`config.mk`:
```
export PLATFORM = sky130hd
export DESIGN_NAME = support_io_mailbox
export DESIGN_NICKNAME = d
export VERILOG_FILES = /design/src/rtl/support_io_pkg.sv /design/src/rtl/support_io_fifo.sv /design/src/rtl/support_io_mailbox.sv
export SDC_FILE = /design/constraint.sdc
export NUM_CORES = 1
export LEC_CHECK = 0
export ABC_AREA = 1
export BUFFER_PORTS_ARGS = -buffer_cell sky130_fd_sc_hd__buf_2
export CORE_UTILIZATION = 25
export DETAILED_ROUTE_END_ITERATION = 8
export PLACE_DENSITY = 0.4
export SYNTH_ARGS = -nofsm -noshare
export SYNTH_HDL_FRONTEND = slang
export SYNTH_HIERARCHICAL = 1
export SYNTH_SLANG_ARGS = --single-unit
```
`constraint.sdc`:
```
create_clock -name clk_i -period 2.5 [get_ports clk_i]
set_clock_uncertainty 0.15 [all_clocks]
set_input_delay 0.25 -clock clk_i [delete_from_list [all_inputs] [get_ports clk_i]]
set_output_delay 0.25 -clock clk_i [all_outputs]
set_load 0.05 [all_outputs]
```
`src/rtl/support_io_pkg.sv`:
```
// support_io_pkg: shared constants for the support_io mailbox slot.
// Holds the register map, STATUS/IRQEN bit positions, the idle-read byte
// and the record type used to hold a captured CPU access.
package support_io_pkg;

    // Register map within the slot
    localparam logic [3:0] ADDR_DATA   = 4'd0;
    localparam logic [3:0] ADDR_STATUS = 4'd1;
    localparam logic [3:0] ADDR_RXLVL  = 4'd2;
    localparam logic [3:0] ADDR_TXLVL  = 4'd3;
    localparam logic [3:0] ADDR_IRQEN  = 4'd4;

    // STATUS bit positions
    localparam int ST_TX_NE   = 0;
    localparam int ST_RX_FULL = 1;
    localparam int ST_OVF     = 2;
    localparam int ST_UNF     = 3;

    // IRQEN bit positions
    localparam int IE_TX_NE = 0;
    localparam int IE_OVF   = 1;
    localparam int IE_UNF   = 2;

    // Byte returned for unmapped addresses and an empty DATA read
    localparam logic [7:0] IDLE_READ = 8'hFF;

    // One CPU access as captured while its strobe is low
    typedef struct packed {
        logic [3:0] addr;
        logic [7:0] data;
    } access_t;

endpackage

```
`src/rtl/support_io_fifo.sv`:
```
// support_io_fifo: synchronous byte FIFO with first-word-fall-through head.
// Pointers carry one extra wrap bit so full and empty are told apart without
// a separate counter; the storage array itself is never reset.
module support_io_fifo #(
    parameter int DEPTH  = 8,
    parameter int DATA_W = 8
) (
    input  logic                     clk,
    input  logic                     rst,
    input  logic                     push,
    input  logic [DATA_W-1:0]        push_data,
    input  logic                     pop,
    output logic [DATA_W-1:0]        head,
    output logic                     empty,
    output logic                     full,
    output logic [$clog2(DEPTH):0]   level
);
    localparam int AW = $clog2(DEPTH);

    logic [DATA_W-1:0] mem [DEPTH];
    logic [AW:0]       wptr;
    logic [AW:0]       rptr;
    logic              push_ok;
    logic              pop_ok;

    // A push into a full FIFO is dropped even if a pop happens in the same cycle
    assign push_ok = push && !full;
    assign pop_ok  = pop && !empty;

    assign empty = (wptr == rptr);
    assign full  = (wptr[AW] != rptr[AW]) && (wptr[AW-1:0] == rptr[AW-1:0]);
    assign level = wptr - rptr;
    assign head  = mem[rptr[AW-1:0]];

    // Advance read/write pointers; both wrap naturally modulo 2*DEPTH
    always_ff @(posedge clk or posedge rst) begin
        if (rst) begin
            wptr <= '0;
            rptr <= '0;
        end else begin
            if (push_ok) wptr <= wptr + 1'b1;
            if (pop_ok)  rptr <= rptr + 1'b1;
        end
    end

    // Write storage; contents are only meaningful between rptr and wptr
    always_ff @(posedge clk) begin
        if (push_ok) mem[wptr[AW-1:0]] <= push_data;
    end

endmodule

```
`src/rtl/support_io_mailbox.sv`:
```
// support_io_mailbox: byte mailbox between an asynchronous CPU slot and a
// local ready/valid interface. The CPU strobes are synchronized; an access
// commits on the synchronized rising edge of its strobe, acting one edge
// later using the address/data captured while the strobe was low.
// Optional feature: define SUPPORT_IO_MAILBOX_IRQ_EN to add the IRQEN
// register at address 4 and drive irq_o; otherwise irq_o is tied low.
module support_io_mailbox
    import support_io_pkg::*;
#(
    parameter int DEPTH = 8
) (
    input  logic       clk_i,
    input  logic       rst_i,
    input  logic [3:0] A_i,
    input  logic       nrd_i,
    input  logic       nwr_i,
    input  logic [7:0] D_i,
    output logic [7:0] D_o,
    output logic [7:0] rx_data_o,
    output logic       rx_valid_o,
    input  logic       rx_ready_i,
    input  logic [7:0] tx_data_i,
    input  logic       tx_valid_i,
    output logic       tx_ready_o,
    output logic       irq_o
);
    localparam int LW = $clog2(DEPTH) + 1;

    // Strobe vectors: index 0 is the write strobe, index 1 the read strobe
    logic [1:0] sync_p0;
    logic [1:0] sync_p1;
    logic [1:0] sync_p2;
    logic [1:0] warm;
    logic [1:0] hi_seen;
    logic [1:0] armed;
    logic [1:0] commit_p1;
    access_t    acc_p0;

    logic          wr_commit;
    logic          rd_commit;
    logic          rx_push;
    logic          rx_pop;
    logic [7:0]    rx_head;
    logic          rx_empty;
    logic          rx_full;
    logic [LW-1:0] rx_level;
    logic          tx_push;
    logic          tx_pop_req;
    logic [7:0]    tx_head;
    logic          tx_empty;
    logic          tx_full;
    logic [LW-1:0] tx_level;
    logic          ovf;
    logic          unf;
    logic          ovf_set;
    logic          ovf_clr;
    logic          unf_set;
    logic          unf_clr;
    logic [7:0]    status;
    logic [7:0]    rd_data;

    // Occupancy as a register byte; only DEPTH=256 full needs the clamp
    function automatic logic [7:0] lvl_byte(input logic [LW-1:0] lvl);
        if (32'(lvl) > 32'd255) return 8'hFF;
        return 8'(lvl);
    endfunction

    // Two-flop synchronizers plus edge history; warm marks when the second
    // stage stops showing its reset value and starts tracking the pins
    always_ff @(posedge clk_i or posedge rst_i) begin
        if (rst_i) begin
            sync_p0   <= 2'b11;
            sync_p1   <= 2'b11;
            sync_p2   <= 2'b11;
            warm      <= 2'b00;
            hi_seen   <= 2'b00;
            armed     <= 2'b00;
            commit_p1 <= 2'b00;
        end else begin
            sync_p0   <= {nrd_i, nwr_i};
            sync_p1   <= sync_p0;
            sync_p2   <= sync_p1;
            warm      <= {warm[0], 1'b1};
            // A strobe arms only on a real high->low seen after reset, so a
            // pin held low through reset release never produces a commit
            hi_seen   <= hi_seen | ({2{warm[1]}} & sync_p1);
            armed     <= armed | (hi_seen & ~sync_p1);
            commit_p1 <= armed & sync_p1 & ~sync_p2;
        end
    end

    // Track address/data while either synchronized strobe is low
    always_ff @(posedge clk_i) begin
        if (!(&sync_p1)) acc_p0 <= '{addr: A_i, data: D_i};
    end

    // ---- commit stage: act on the captured access ----
    assign wr_commit  = commit_p1[0];
    assign rd_commit  = commit_p1[1];

    assign rx_push    = wr_commit && (acc_p0.addr == ADDR_DATA);
    assign rx_pop     = rx_valid_o && rx_ready_i;
    assign ovf_set    = rx_push && rx_full;
    assign ovf_clr    = wr_commit && (acc_p0.addr == ADDR_STATUS) && acc_p0.data[ST_OVF];

    assign tx_push    = tx_valid_i && tx_ready_o;
    assign tx_pop_req = rd_commit && (acc_p0.addr == ADDR_DATA);
    assign unf_set    = tx_pop_req && tx_empty;
    assign unf_clr    = wr_commit && (acc_p0.addr == ADDR_STATUS) && acc_p0.data[ST_UNF];

    // CPU-to-local direction
    support_io_fifo #(.DEPTH(DEPTH), .DATA_W(8)) u_rx_fifo (
        .clk       (clk_i),
        .rst       (rst_i),
        .push      (rx_push),
        .push_data (acc_p0.data),
        .pop       (rx_pop),
        .head      (rx_head),
        .empty     (rx_empty),
        .full      (rx_full),
        .level     (rx_level)
    );

    // Local-to-CPU direction; the FIFO ignores a pop while empty
    support_io_fifo #(.DEPTH(DEPTH), .DATA_W(8)) u_tx_fifo (
        .clk       (clk_i),
        .rst       (rst_i),
        .push      (tx_push),
        .push_data (tx_data_i),
        .pop       (tx_pop_req),
        .head      (tx_head),
        .empty     (tx_empty),
        .full      (tx_full),
        .level     (tx_level)
    );

    // Sticky error flags; a set in the same cycle as a clear wins
    always_ff @(posedge clk_i or posedge rst_i) begin
        if (rst_i) begin
            ovf <= 1'b0;
            unf <= 1'b0;
        end else begin
            ovf <= (ovf && !ovf_clr) || ovf_set;
            unf <= (unf && !unf_clr) || unf_set;
        end
    end

`ifdef SUPPORT_IO_MAILBOX_IRQ_EN
    logic [2:0] irqen;
    logic [2:0] irq_src;
    logic       irq;

    // IRQEN register written by a committed CPU write to its address
    always_ff @(posedge clk_i or posedge rst_i) begin
        if (rst_i) begin
            irqen <= 3'b000;
        end else if (wr_commit && (acc_p0.addr == ADDR_IRQEN)) begin
            irqen <= acc_p0.data[2:0];
        end
    end

    // Interrupt sources in IRQEN bit order
    always_comb begin
        irq_src           = 3'b000;
        irq_src[IE_TX_NE] = !tx_empty;
        irq_src[IE_OVF]   = ovf;
        irq_src[IE_UNF]   = unf;
    end

    // Registered OR of the enabled sources
    always_ff @(posedge clk_i or posedge rst_i) begin
        if (rst_i) irq <= 1'b0;
        else       irq <= |(irqen & irq_src);
    end

    assign irq_o = irq;
`else
    assign irq_o = 1'b0;
`endif

    // STATUS byte assembled from live FIFO state and sticky flags
    always_comb begin
        status             = 8'h00;
        status[ST_TX_NE]   = !tx_empty;
        status[ST_RX_FULL] = rx_full;
        status[ST_OVF]     = ovf;
        status[ST_UNF]     = unf;
    end

    // Combinational read mux on the live address pins; idle byte in reset
    always_comb begin
        rd_data = IDLE_READ;
        if (!rst_i) begin
            case (A_i)
                ADDR_DATA:   rd_data = tx_empty ? IDLE_READ : tx_head;
                ADDR_STATUS: rd_data = status;
                ADDR_RXLVL:  rd_data = lvl_byte(rx_level);
                ADDR_TXLVL:  rd_data = lvl_byte(tx_level);
`ifdef SUPPORT_IO_MAILBOX_IRQ_EN
                ADDR_IRQEN:  rd_data = {5'b00000, irqen};
`endif
                default:     rd_data = IDLE_READ;
            endcase
        end
    end

    assign D_o        = rd_data;
    assign rx_valid_o = !rx_empty;
    assign rx_data_o  = rx_empty ? 8'h00 : rx_head;
    assign tx_ready_o = !tx_full;

endmodule

```
==> flow_summary.toml <==
[critical_path]
worst_r2r_path_depth = 12
worstReg2RegEnd = "u_tx_fifo/mem[4][6]$_DFFE_PP_"
cp_max_fo = 3
regToRegStartpoint = "u_tx_fifo/wptr[0]$_DFFE_PP0P_"
critical_path.top_delay_family = "adder cells"
endpoint_kind = "output port"
cp-start-kind = "flop"
worst_ep_arrival_time_ps = 2110
setup.reg_to_reg.worst_slack_ps = 150
cp_slowest_cell = "sky130_fd_sc_hd__fa_2"
cpPeakStageDelay_ps = 530
cp_num_buf_inv = 3
timing.critical_path.required_ps = 2100
worstSetupPathType = "flop to output port"
crit_path_cell_trace = "ha_4 > fa_2 > inv_2 > inv_2 > nor2_1 > nor2_1 > nand4_1 > buf_6"

[clock_network]
tritoncts = "done"
cts_made_buffers = 17
clock-root-buffer = "sky130_fd_sc_hd__clkbuf_16"
cts.reportedPaths.clkPinSlew_ps = 70
clk-insertion-delay-late_ps = 430
htree_levels = 4
clkSinkCount = 172
ctsLongestPathBuffers = 2

[final_layout]
post_layout_cell_count = 1456
areaGrowthSynthToFinish_pct = 29.1
finalCoreUtilization_pct = 32.8
finish.net_count = 1040
drive_above_1_share_pct = 23.8
insertedDiodeCount = 0

[floorplanning]
design.portCount = 45
floorplan.die.width_um = 184
core.rowCount = 66
fp.dieArea_um2 = 33700
coreArea_um2 = 32500
initial_core_util_pct = 25.4
floorplan.die.height_um = 184

[synthesis]
number_of_flops_mapped_to_enable_cells_by_yosys = 140
synth.area.top_cells = "sky130_fd_sc_hd__edfxtp_1 51%, sky130_fd_sc_hd__nand2_1 13%, sky130_fd_sc_hd__inv_1 8.2%, sky130_fd_sc_hd__dfrtp_1 7.9%, sky130_fd_sc_hd__nand3_1 6.1%"
ys_seq_area_share_pct = 60.9
synthesis.yosys.warnings = 6
syn_area_per_cell_um2 = 9.29
synth_top_area_share_pct = 51.0
post_synthesis_net_count = 925
syn-instance-count = 887
synth_top_cell_by_area = "sky130_fd_sc_hd__edfxtp_1"
async_reset_ff_share_pct = 18.6
synth_top_flop_cell = "sky130_fd_sc_hd__edfxtp_1"
post-synth-top-count-cell = "sky130_fd_sc_hd__nand2_1"
post_synthesis_sequential_element_count = 172
netlist-cell-type-count = 31
most_used_standard_cells_in_the_synthesized_netlist = "293 x sky130_fd_sc_hd__nand2_1, 180 x sky130_fd_sc_hd__inv_1, 140 x sky130_fd_sc_hd__edfxtp_1"
netlist_area_um2 = 8240

[drt]
route.antenna.remaining_nets = 0
detail_route.vias_per_cell = 3.99
remaining_drc_errors = 1
finalWirelength_um = 21000
drt_pass1_iterations = 8
detail_route.iter0.violations = 303
wire_per_inst_um = 14.4
detailroute.via_count = 5811

[placed_design]
buffer_ports.inserted = 43
total_instance_count_after_detailed_placement = 1382
hpwl_um = 13100
detailedPlace.worstSlack_ps = 113
routabilityCongestion = 0.766

[pwr]
leakagePower_uw = 0.00488
p_per_area_nw_per_um2 = 1050
peakVddDrop_uv = 819

[run_status]
failed_checks = "DRC, setup timing"
outcome = "finished with violations"

[timing]
worst_slack_ps = -7.76
maxClockFrequency_mhz = 399
hold_violations = 0
fin_setup_tns_ps = -7.76
post-route-min-period_ps = 2510
count_of_endpoints_failing_setup_in_the_final_report = 1
grt_setup_unrepaired = "yes"
final.period_utilization_pct = 100
finalMaxSlewViolations = 0

[hold_path]
timing.hold.worst_endpoint = "u_tx_fifo/mem[1][5]$_DFFE_PP_"
hold_path_class = "input pin to flop"
worst_hold_startpoint = "tx_data_i[5]"
hold_path_depth = 1

[grt]
global_route.usage.met1_pct = 15.7
first_global_vias = 5621
global_route.peak_usage_layer = "met2"
grt.total_usage_pct = 12.7
gr-usage-met2_pct = 21.6
largest_net_degree_at_the_start_of_global_routing = 38
grt-ovfl-total = 0
met3_usage_pct = 2.73
antenna_found_initial = 0
grt_first_pass_wirelength_um = 31800

[job]
max_cap_viol_count = 0
[power by group]
group,internal (uW),switching [uW],total (uW)
sequential,3380,146,3530
clock,1570,1160,2730
combinational,1820,3130,4950
[routing by layer]
metal / up-vias / part of all wire [%]
li1: 2994 / -
met1: 2713 / 46
met2: 82 / 48
met3: 22 / 2.5
met4: 0 / 2.9
met5: - / 0
[how the worst max path moves through the flow]
stage                                             start                       endpoint  slack [ps]  depth (start not counted)
final                     u_tx_fifo/rptr[0]$_DFFE_PP0P_                         D_o[1]          -8                          8
after global routing      u_tx_fifo/rptr[2]$_DFFE_PP0P_                         D_o[3]        -130                         11
after CTS                 u_tx_fifo/rptr[2]$_DFFE_PP0P_                         D_o[3]         -30                         12
after detailed placement  u_tx_fifo/rptr[2]$_DFFE_PP0P_                         D_o[2]         110                         11
after global placement    u_tx_fifo/rptr[2]$_DFFE_PP0P_                         D_o[2]         160                         11
after floorplan           u_tx_fifo/rptr[1]$_DFFE_PP0P_  u_tx_fifo/mem[2][0]$_DFFE_PP_        -130                         10
[per-stage QoR]
step / hold WS [ps] / cell area, um^2 / power [uW]
final: 8.21 / 10600 / 11200
after global routing: 4.87 / 10600 / 11900
after CTS: 2.06 / 10200 / 10700
after detailed placement: 128 / 9150 / 7530
after global placement: 131 / 9150 / 7530
after floorplan: -84.3 / 8270 / 6460
[layout by cell type, fill, tap and decap left out, drive strengths merged, types with 3 or more instances in the layout]
cell type,count
o21ai,4
edfxtp,140
clkinvlp,4
dfrtp,26
xor2,4
dlygate4sd3,22
nand3,102
clkinv,9
clkbuf,20
o211ai,4
nand4,12
buf,99
nor2,46
bufinv,3
dfstp,6
nor3,3
inv,188
nand2,302
ha,10
[flip-flops by register name (all words and copies together) (netlist names)]
| register | flops |
|---|---|
| acc_p0 | 12 |
| armed | 2 |
| commit_p1 | 2 |
| hi_seen | 2 |
| ovf | 1 |
| sync_p0 | 2 |
| sync_p1 | 2 |
| sync_p2 | 2 |
| u_rx_fifo/mem | 64 |
| u_rx_fifo/rptr | 4 |
| u_rx_fifo/wptr | 4 |
| u_tx_fifo/mem | 64 |
| u_tx_fifo/rptr | 4 |
| u_tx_fifo/wptr | 4 |
| unf | 1 |
| warm | 2 |
[worst register-to-register path: stages, from the launching register on]
cell	delay (ps)
sky130_fd_sc_hd__dfrtp_1	390
sky130_fd_sc_hd__inv_2	100
sky130_fd_sc_hd__ha_4	210
sky130_fd_sc_hd__inv_1	110
sky130_fd_sc_hd__nor2_4	60
sky130_fd_sc_hd__buf_4	140
sky130_fd_sc_hd__nand2_4	100
sky130_fd_sc_hd__inv_1	60
sky130_fd_sc_hd__nor2_1	100
sky130_fd_sc_hd__buf_4	150
sky130_fd_sc_hd__nand3_2	120
sky130_fd_sc_hd__nor2_1	200
sky130_fd_sc_hd__buf_12	170
[what timing repair did]
action                                  CTS  global route
hold buffers                             22             0
resized for setup                        57            70
cloned                                    0             5
pin swaps                                 9            53
endpoints found under the setup margin   17            17
buffers inserted                          6            10
hold endpoints to repair                102             0
[logic make-up (layout without fill, tap and decap cells)]
kind of cell	count (synthesis)	after routing	share of synthesized area [%]
simple gates	467	467	24.3
compound gates	10	10	0.729
xor+xnor	6	6	0.638
fa+ha+maj	12	12	2.01
other cells	2	2	0.0912
buf+inv	218	345	11.4
flops	172	172	60.9
[cell type report]
| type | instances | area (um^2) |
|---|---|---|
| fillers | 3369 | 21800 |
| flip-flops and latches | 172 | 5010 |
| multi-input cells | 497 | 2600 |
| repair buffers | 124 | 1100 |
| inverters | 189 | 759 |
| well taps | 442 | 553 |
| clock buffers | 17 | 425 |
| clock inverters | 14 | 168 |
| repair inverters | 1 | 16.3 |
No activity file was read; power rests on OpenSTA's default activity.
